==> src/rtl/memory_access.sv <==
// ---------------------------------------------------------------------------
// memory_access -- MEM pipeline stage
//
// Takes the ex->mem pipeline registers and drives the data-memory bus with a
// req/ack handshake whose latency is not known in advance. A load or store
// stalls the pipeline until one of three things happens:
//   - the memory acks the request,
//   - the wait counter reaches TIMEOUT (the stage reports a bus error), or
//   - the address is misaligned (no request is issued and an address error
//     is reported).
// Results reach writeback through registered mem->wb outputs.
//
// Ports
//   clk, rst            clock; synchronous active-high reset
//   *_mem               ex->mem pipeline registers (held stable while stall=1)
//   stall               holds the ex->mem registers and all earlier stages
//   dmem_req/we/addr/wdata, dmem_rdata/ack
//                       data-memory bus; dmem_ack is a one-cycle strobe
//   reg_d_*_wb          registered writeback controls and write data
//   addr_err_wb         one-cycle pulse: the access was misaligned
//   bus_err_wb          one-cycle pulse: the bus timed out
// ---------------------------------------------------------------------------
module memory_access #(
  parameter int TIMEOUT = 255  // most WAIT cycles without an ack before abort (1..255)
) (
  input  logic        clk,
  input  logic        rst,
  input  logic [31:0] alu_data_mem,
  input  logic        mem_we_mem,
  input  logic        reg_d_we_mem,
  input  logic [4:0]  reg_d_addr_mem,
  input  logic        reg_d_data_sel_mem,
  input  logic [31:0] reg_t_data_mem,
  output logic        stall,
  output logic        dmem_req,
  output logic        dmem_we,
  output logic [31:0] dmem_addr,
  output logic [31:0] dmem_wdata,
  input  logic [31:0] dmem_rdata,
  input  logic        dmem_ack,
  output logic        reg_d_we_wb,
  output logic [4:0]  reg_d_addr_wb,
  output logic [31:0] reg_d_data_wb,
  output logic        addr_err_wb,
  output logic        bus_err_wb
);

  typedef enum logic {IDLE, WAIT} state_t;

  localparam logic [7:0] TMO = 8'(TIMEOUT);

  state_t     state, state_nxt;
  logic [7:0] cnt;

  logic access, misaligned, aligned_acc, is_load, timeout_hit, complete;

  // A store wins when both the store and the load decode are set.
  assign access      = mem_we_mem | (reg_d_data_sel_mem & reg_d_we_mem);
  assign misaligned  = access & (alu_data_mem[1:0] != 2'b00);
  assign aligned_acc = access & ~misaligned;
  assign is_load     = ~mem_we_mem & reg_d_data_sel_mem & reg_d_we_mem;

  // The timeout is judged in the same cycle as the ack, so an ack that lands
  // on the last allowed cycle still completes the access.
  assign timeout_hit = (state == WAIT) & ~dmem_ack & (cnt == TMO);
  assign complete    = dmem_req & dmem_ack;

  // The bus sees the current instruction directly. The memory only looks at
  // these fields while dmem_req is high.
  assign dmem_we    = mem_we_mem;
  assign dmem_addr  = {alu_data_mem[31:2], 2'b00};
  assign dmem_wdata = reg_t_data_mem;

  // State register and wait counter
  // NOTE: sequential state uses non-blocking (<=) so every flop samples
  // pre-edge values; blocking here would create order-dependent races.
  always_ff @(posedge clk) begin
    if (rst) begin
      state <= IDLE;
      cnt   <= 8'd0;
    end else begin
      state <= state_nxt;
      if (state_nxt == WAIT)
        cnt <= (state == IDLE) ? 8'd1 : cnt + 8'd1;
      else
        cnt <= 8'd0;
    end
  end

  // Next-state logic
  // NOTE: every signal driven from always_comb gets a default first, so no
  // path can leave it unassigned and infer a latch.
  always_comb begin
    state_nxt = state;
    case (state)
      IDLE: if (aligned_acc && !dmem_ack) state_nxt = WAIT;
      WAIT: if (dmem_ack || timeout_hit)  state_nxt = IDLE;
      default: state_nxt = IDLE;
    endcase
  end

  // Outputs. Reset forces the handshake low, so an abandoned request never
  // stays visible on the bus.
  always_comb begin
    dmem_req = 1'b0;
    stall    = 1'b0;
    if (!rst) begin
      case (state)
        IDLE: begin
          dmem_req = aligned_acc;
          stall    = aligned_acc & ~dmem_ack;
        end
        WAIT: begin
          dmem_req = 1'b1;
          stall    = ~dmem_ack & (cnt != TMO);
        end
        default: ;
      endcase
    end
  end

  // mem->wb registers. The default is a bubble (we=0, no error). Address and
  // data follow the pipeline either way, so a bubble is harmless in WB.
  always_ff @(posedge clk) begin
    if (rst) begin
      reg_d_we_wb   <= 1'b0;
      reg_d_addr_wb <= 5'd0;
      reg_d_data_wb <= 32'd0;
      addr_err_wb   <= 1'b0;
      bus_err_wb    <= 1'b0;
    end else begin
      reg_d_we_wb   <= 1'b0;
      reg_d_addr_wb <= reg_d_addr_mem;
      reg_d_data_wb <= alu_data_mem;
      addr_err_wb   <= 1'b0;
      bus_err_wb    <= 1'b0;
      if (complete) begin
        reg_d_we_wb <= is_load;
        if (is_load) reg_d_data_wb <= dmem_rdata;
      end else if (state == IDLE && !access) begin
        reg_d_we_wb <= reg_d_we_mem;
      end else if (state == IDLE && misaligned) begin
        addr_err_wb <= 1'b1;
      end else if (timeout_hit) begin
        bus_err_wb  <= 1'b1;
      end
    end
  end

endmodule

==> config.mk <==
export PLATFORM = sky130hd
export DESIGN_NAME = memory_access
export DESIGN_NICKNAME = d
export VERILOG_FILES = /design/src/rtl/memory_access.sv
export SDC_FILE = /design/constraint.sdc
export NUM_CORES = 1
export LEC_CHECK = 0
export ABC_CLOCK_PERIOD_IN_PS = 1500
export CELL_PAD_IN_SITES_DETAIL_PLACEMENT = 1
export CELL_PAD_IN_SITES_GLOBAL_PLACEMENT = 2
export CORE_MARGIN = 1
export CORE_UTILIZATION = 15
export CTS_CLUSTER_DIAMETER = 50
export DETAILED_ROUTE_END_ITERATION = 6
export GPL_ROUTABILITY_DRIVEN = 1
export GPL_TIMING_DRIVEN = 0
export PLACE_DENSITY = 0.78
export SLEW_MARGIN = 25
export SYNTH_ARGS = -nofsm -noshare
export SYNTH_HDL_FRONTEND = slang
export SYNTH_SLANG_ARGS = --single-unit
==> constraint.sdc <==
create_clock -name clk -period 1.5 [get_ports clk]
set_input_delay 0.15 -clock clk [delete_from_list [all_inputs] [get_ports clk]]
set_output_delay 0.15 -clock clk [all_outputs]
set_load 0.02 [all_outputs]
; ---- Yosys cells after proc, flatten, opt, wreduce, memory -nomap -nowiden
; Cells that the tools add are included.
; W data, S select, Z words.
[word_totals]
word_cells = 52
output_inout_bits = 107
reg_bits = 49
in_bits = 107
[classes]
n_reduce_logical = 11
eq_ne = 2
muxes = 14
n_bitwise = 16
addsub = 1
[op_table]
columns = op, n
row1 = $mux W32, 2
row2 = $and A1 B1 Y1, 10
row3 = $mux W1, 9
row4 = $add A8 B1 Y8 const B, 1
row5 = $eq A8 B8 Y1 const B, 1
row6 = $ne A8 B8 Y1 const B, 1
row7 = $pmux W1 S2, 3
row8 = $reduce_or A3 Y1, 2
row9 = $not A1 Y1, 5
row10 = $reduce_or A4 Y1, 1
row11 = $logic_and A1 B1 Y1, 3
row12 = $logic_not A1 Y1, 2
row13 = $reduce_bool A2 Y1, 1
row14 = $reduce_or A2 Y1, 1
row15 = $logic_or A1 B1 Y1, 1
row16 = $or A1 B1 Y1, 1

; ---- Depth between registers and ports, before layout
; Gate-level depths: netlist of the first run.
[logic_depth]
ltp_word = 10
ltp_mapped = 5
depth_no_buf = 4

; ---- Worst setup path before layout of the first run
; No wires, ideal clock.
[synth_timing]
kind = register to output
from = reg state
to = out stall
n_path_buf = 1
path_stages_with_launch = 5
setup_slack_ps = -5
arrival_ps = 1355
cell_sequence = dfxtp_1 o21ba_1 buf_6 or4_4 nor2_1
[synth_between]
elab_chain_len = 3
[synth_lines]
columns = item, line
row1 = "start, declared", 52  ; state_t state, state_nxt;
row2 = "start signal, assigned", 82  ; state <= state_nxt;
row3 = $not A1 Y1, -
row4 = $pmux W1 S2 (*), 108  ; case (state)
row5 = $mux W1 (*), 107  ; if (!rst) begin
row6 = "end, declared", 34  ; output logic stall,
; Mark *: on every way between the ends. The rest lies on a longest branch, timed or not.

; ---- Final worst setup path of the first run
; Ends and elaborated chain as after synthesis.

==> flow_metrics.tcl, run 1 <==
set metrics [dict create \
    grt_pass1_wl_um 14000 \
    ys_seq_area_frac 0.393 \
    synth_fa_ha_area_frac 0.00501 \
    switching_share 0.286 \
    gp_congestion 0.684 \
    leakage_nw 2.23 \
    postRouteAntennaNets 0 \
    post-synth-top-area-cell "dfxtp_1" \
    yosysWarnings 0 \
    hold_viol_final 0 \
    synth_xor_area_frac 0.0105 \
    max_slew_margin 0.505 \
    crit_path_end_kind "primary output" \
    peakVddDrop_mv 0.440 \
    final.setup.worst_slack_ns -0.233 \
    dp_cells 661 \
    die_height_um 131 \
    cts_made_buffers 5 \
    drt-initial-drc-count 35 \
    clock_latency_ns 0.30 \
    violations "negative setup slack" \
    rsz0062_at_grt "true" \
    synth.area.mux_share 0.0701 \
    ios 214 \
    dpl.hpwl_um 7820 \
    netlist_area_um2 2500 \
    dp_slack_ns -1.16 \
    fin_cells 687 \
    synth-seq-cells 49 \
    synth.avg_cell_area_um2 9.42 \
    synth_common_cells "65 x buf_4, 49 x dfxtp_1, 22 x inv_1, 19 x o211ai_1, 19 x o41ai_1" \
    tightest_slew_ns 0.742 \
    setup_viol 14 \
    dieArea_um2 17200 \
    synth.most_common_cell "buf_4" \
    htreeDepth 2 \
    cp_max_fo 2 \
    powerDensity_nw_per_um2 716 \
    synthTopCellsByArea "dfxtp_1 39%, buf_4 20%, o41ai_1 6.7%, o211ai_1 5.7%, mux2_4 4.8%" \
    outcome "finished, violations left" \
    pwr-share-clk 0.323 \
    grt_pass1_vias 2797 \
    cts_hold_buf 0 \
    crit_path_start_kind "register" \
    clk_pin_slew_ns 0.08 \
    die_w_um 131 \
    cts_root_buf "clkbuf_16" \
    total_power_mw 3.66 \
    synth.top_cell.area_share 0.393 \
    synthFlopType "dfxtp_1" \
    initial_core_util 0.156 \
    cp.arrival_ns 1.58 \
    synth_top_family_by_area "buffers and inverters" \
    crit_required_ns 1.35 \
    wl_per_cell_um 14.5 \
    core_um2 16100 \
    layout-drive-gt1-share 0.298 \
    switching_power_mw 1.05 \
    area_delta_synth_final_pct 105 \
    hp-class "in2reg" \
    synth_compound_area_frac 0.153 \
    yosys.area_share.simple 0.107 \
    wl_um 9980 \
    clock.fmax_mhz 577 \
    fin_util 0.318 \
    async_flop_share 0 \
    drt_pass1_iterations 3 \
    clockBufferDepth 2 \
    gr-usage-all-layers 0.109 \
    cts_tree "built" \
    finClkSkew_ns 0.00950 \
    cts.sinks 49 \
    grt-ovfl-total 0 \
    slew_viol_final 0 \
    vias 2649 \
    synth_cell_types 35 \
    drc 0 \
    num_rows 46 \
    finalNetCount 577 \
    finalCritPeriodShare 1.16 \
    nFillCells 1798 \
    vias_per_cell 3.86 \
    p_comb_frac 0.301 \
    setup_tns_ns -1.31 \
    grt_max_degree 17 \
    worstSetupPathType "reg2out" \
    io_buffers 179 \
    postSynthCellCount 265 \
    p_int_mw 2.61 \
    antenna_found_initial 1 \
    seq_power_share 0.376 \
    maxCapViolCount 0 \
    min_period_ns 1.73 \
    synth_edf_count 0 \
]
## stage by stage
| stage | hold slack (ns) | area [um^2] |
|---|---|---|
| floorplan | 0.278 | 2500 |
| detailed placement | 0.513 | 4570 |
| CTS | 0.264 | 4850 |
| finish | 0.275 | 5110 |
| global route | 0.290 | 5110 |
| global placement | 0.482 | 4570 |
## what timing repair did
action / CTS / global route
cloned: 0 / 1
buffers inserted: 13 / 4
resized for setup: 55 / 60
endpoints found under the hold margin: 0 / 0
setup endpoints to repair: 55 / 48
pin swaps: 6 / 15
## final timing paths
kind | startpoint | to | slack, ns | cells past startpoint
worst max-delay path | state$_SDFF_PP0_ | stall | -0.23 | 5
worst min-delay path | alu_data_mem[1] | reg_d_data_wb[1]$_SDFF_PP0_ | 0.27 | 3
worst max register to register | state$_SDFF_PP0_ | reg_d_data_wb[24]$_SDFF_PP0_ | -0.12 | 7
worst min register to register | cnt[7]$_SDFF_PP0_ | cnt[7]$_SDFF_PP0_ | 0.52 | 2
## worst max-delay path, stage by stage, from the launching register on
cell,delay (ns)
dfxtp_4,0.36
buf_6,0.10
a211oi_4,0.04
or4_4,0.56
nor2_4,0.11
buf_6,0.12
## routing by layer
layer / up-vias / part of all wire / track usage
met5: - / 0 / 0
met4: 0 / 0.0099 / 0.0304
met1: 1230 / 0.37 / 0.109
met2: 157 / 0.51 / 0.205
li1: 1254 / - / -
met3: 8 / 0.12 / 0.0464
## cells by family (layout without fill, tap and decap cells)
family / after synthesis / in the layout
xor+xnor: 3 / 3
compound gates: 49 / 49
buf+inv: 103 / 307
mux: 13 / 13
fa+ha+maj: 1 / 1
other cells: 1 / 3
simple gates: 46 / 46
flops: 49 / 49
## power groups by stage
stage | clock network [mW] | registers (mW) | logic (mW)
after CTS | 1.24 | 1.38 | 1.05
after global placement | 0 | 1.41 | 1.03
after detailed placement | 0 | 1.41 | 1.04
final | 1.18 | 1.38 | 1.10
after floorplan | 0 | 1.48 | 0.403
after global routing | 1.29 | 1.38 | 1.16
## layout by cell type, fill, tap and decap left out, types with 2 or more instances in the layout
cell | synthesis | layout
dlygate4sd2_1 | 0 | 18
xor2_1 | 2 | 2
a31oi_1 | 2 | 2
dfxtp_1 | 49 | 48
nor2b_1 | 17 | 17
o41ai_1 | 19 | 8
or3_1 | 2 | 2
nand2_1 | 5 | 5
conb_1 | 1 | 2
nor3_1 | 3 | 2
clkbuf_16 | 0 | 6
nand4_1 | 2 | 2
buf_6 | 2 | 11
clkbuf_4 | 0 | 2
buf_2 | 3 | 4
nand3_1 | 4 | 4
clkbuf_1 | 9 | 2
mux2_4 | 8 | 12
buf_4 | 65 | 74
clkdlybuf4s50_1 | 0 | 145
dlymetal6s2s_1 | 0 | 14
inv_1 | 22 | 22
nor3_4 | 1 | 2
o41ai_2 | 0 | 11
a21oi_1 | 3 | 3
o211ai_1 | 19 | 19
clkinv_4 | 0 | 2
nor2_1 | 8 | 6
buf_8 | 0 | 4
## area by class of cell
class	instances	area, um^2	area share
Buffer	80	613	0.120
Tap cell	216	270	0.0529
Inverter	22	82.6	0.0162
Clock inverter	3	22.5	0.00441
Timing Repair Buffer	197	2000	0.391
Sequential cell	49	985	0.193
Multi-Input combinational cell	114	1010	0.198
Clock buffer	5	125	0.0245
Antenna cell	1	2.50	0.000490
## sequential cells by signal, indices dropped and copies added, names as in the netlist
name           cells
reg_d_we_wb        1
bus_err_wb         1
reg_d_data_wb     32
reg_d_addr_wb      5
cnt                8
addr_err_wb        1
state              1
No activity file was read; power rests on OpenSTA's default activity.
==> run 2: changes to the inputs <==
CORE_ASPECT_RATIO = 0.7   (was unset)
GPL_ROUTABILITY_DRIVEN = unset   (was 1)
==> flow_metrics.tcl, run 2 (synthesized netlist as in run 1, its figures left out) <==
set metrics [dict create \
    vias_per_cell 3.72 \
    clockBufferDepth 2 \
    initial_core_util 0.153 \
    cp_max_fo 3 \
    maxCapViolCount 0 \
    reg2reg_depth 6 \
    finalCritPeriodShare 1.16 \
    total_power_mw 3.81 \
    crit_required_ns 1.35 \
    dpl.hpwl_um 7560 \
    io_buffers 179 \
    grt_pass1_wl_um 13800 \
    top_register "reg_d_data_wb" \
    slew_viol_final 0 \
    tightest_slew_ns 0.593 \
    gp_congestion 0.697 \
    rsz0062_at_grt "true" \
    cts_made_buffers 5 \
    max_slew_margin 0.605 \
    worstSetupPathType "reg2out" \
    htreeDepth 2 \
    dp_slack_ns -1.13 \
    crit_path_start_kind "register" \
    peakVddDrop_mv 0.531 \
    powerDensity_nw_per_um2 746 \
    cts.sinks 49 \
    hp-class "in2reg" \
    core_um2 16300 \
    hold_viol_final 0 \
    drt_pass1_iterations 4 \
    outcome "finished, violations left" \
    cts_hold_buf 0 \
    die_w_um 156 \
    postRouteAntennaNets 0 \
    crit_path_end_kind "primary output" \
    setup_viol 14 \
    finClkSkew_ns 0.00276 \
    largest_register_ff_count 32 \
    wl_um 9550 \
    grt_pass1_vias 2566 \
    finalNetCount 575 \
    area_delta_synth_final_pct 104 \
    drc 0 \
    vias 2577 \
    cts_tree "built" \
    antenna_found_initial 0 \
    final.setup.worst_slack_ns -0.233 \
    clock_latency_ns 0.29 \
    cts_root_buf "clkbuf_16" \
    cp.arrival_ns 1.58 \
    leakage_nw 2.22 \
    antenna_cells 0 \
    dieArea_um2 17200 \
    layout-drive-gt1-share 0.295 \
    grt_max_degree 15 \
    die_height_um 110 \
    grt-ovfl-total 0 \
    mostFrequentLayoutCell "clkdlybuf4s50_1" \
    clock.fmax_mhz 577 \
    gr-usage-all-layers 0.105 \
    min_period_ns 1.73 \
    final_cell_mix "145 x clkdlybuf4s50_1, 78 x buf_4, 46 x dfxtp_1" \
    num_rows 39 \
    wl_per_cell_um 13.8 \
    largestRegisters "reg_d_data_wb (32), cnt (8), reg_d_addr_wb (5)" \
    violations "negative setup slack" \
    min_path_cells 3 \
    clk_pin_slew_ns 0.07 \
    drt-initial-drc-count 87 \
    ios 214 \
]
## run 2: changes by cell type in the layout (fill, tap and decap cells not counted), moves of 2 or more
cell	delta
buf_4	+4
mux2_2	+3
dfxtp_1	-2
clkbuf_8	+2
clkinv_4	-2
dfxtp_2	+2
mux2_4	-3
buf_6	-4
## run 2: final timing paths
check,startpoint,to,slack (ns)
worst min-delay path,dmem_ack,cnt[6]$_SDFF_PP0_,0.29
worst max register to register,state$_SDFF_PP0_,reg_d_data_wb[26]$_SDFF_PP0_,-0.07
worst max-delay path,state$_SDFF_PP0_,stall,-0.23
worst min register to register,cnt[6]$_SDFF_PP0_,cnt[6]$_SDFF_PP0_,0.52
## run 2: repair_timing
action                                  CTS  global route
resized for setup                        52            54
cloned                                    0             1
pin swaps                                 4            12
endpoints found under the setup margin   55            41
buffers inserted                          8             7
## run 2: per-layer routing
layer	vias to the layer above	part of all wire	track usage
met5	-	0	0
met1	1244	0.41	0.120
li1	1243	-	-
met3	2	0.060	0.0307
met4	0	0.0044	0.0224
met2	88	0.52	0.193
## run 2: worst max-delay path, stage by stage (launching register included)
cell	delay (ns)
dfxtp_4	0.36
o21ba_4	0.15
or4_4	0.54
nor2_4	0.12
buf_6	0.12
## run 2: per-stage QoR
| step | utilization | setup TNS (ns) | hold WS (ns) | instances | area (um^2) |
|---|---|---|---|---|---|
| final | 0.313 | -1.00 | 0.287 | 693 | 5100 |
| after global routing | 0.313 | -1.88 | 0.288 | 693 | 5100 |
| after CTS | 0.298 | -0.424 | 0.343 | 686 | 4860 |
| after detailed placement | 0.281 | -23.37 | 0.503 | 670 | 4580 |
| after global placement | 0.281 | -21.04 | 0.484 | 670 | 4580 |
| after floorplan | - | 0 | 0.278 | 266 | 2500 |
## run 2: area by class of cell
class,count,area [um^2]
repair buffers,195,1960
well taps,225,282
clock buffers,7,143
multi-input cells,114,992
flip-flops and latches,49,987
inverters,22,82.6
clock inverters,1,30.0
fillers,1870,11200
plain buffers,80,624
## run 2: where the power goes
group	internal [mW]	switching (mW)
Clock	0.835	0.509
Combinational	0.626	0.461
Sequential	1.36	0.0185
Total	2.82	0.989
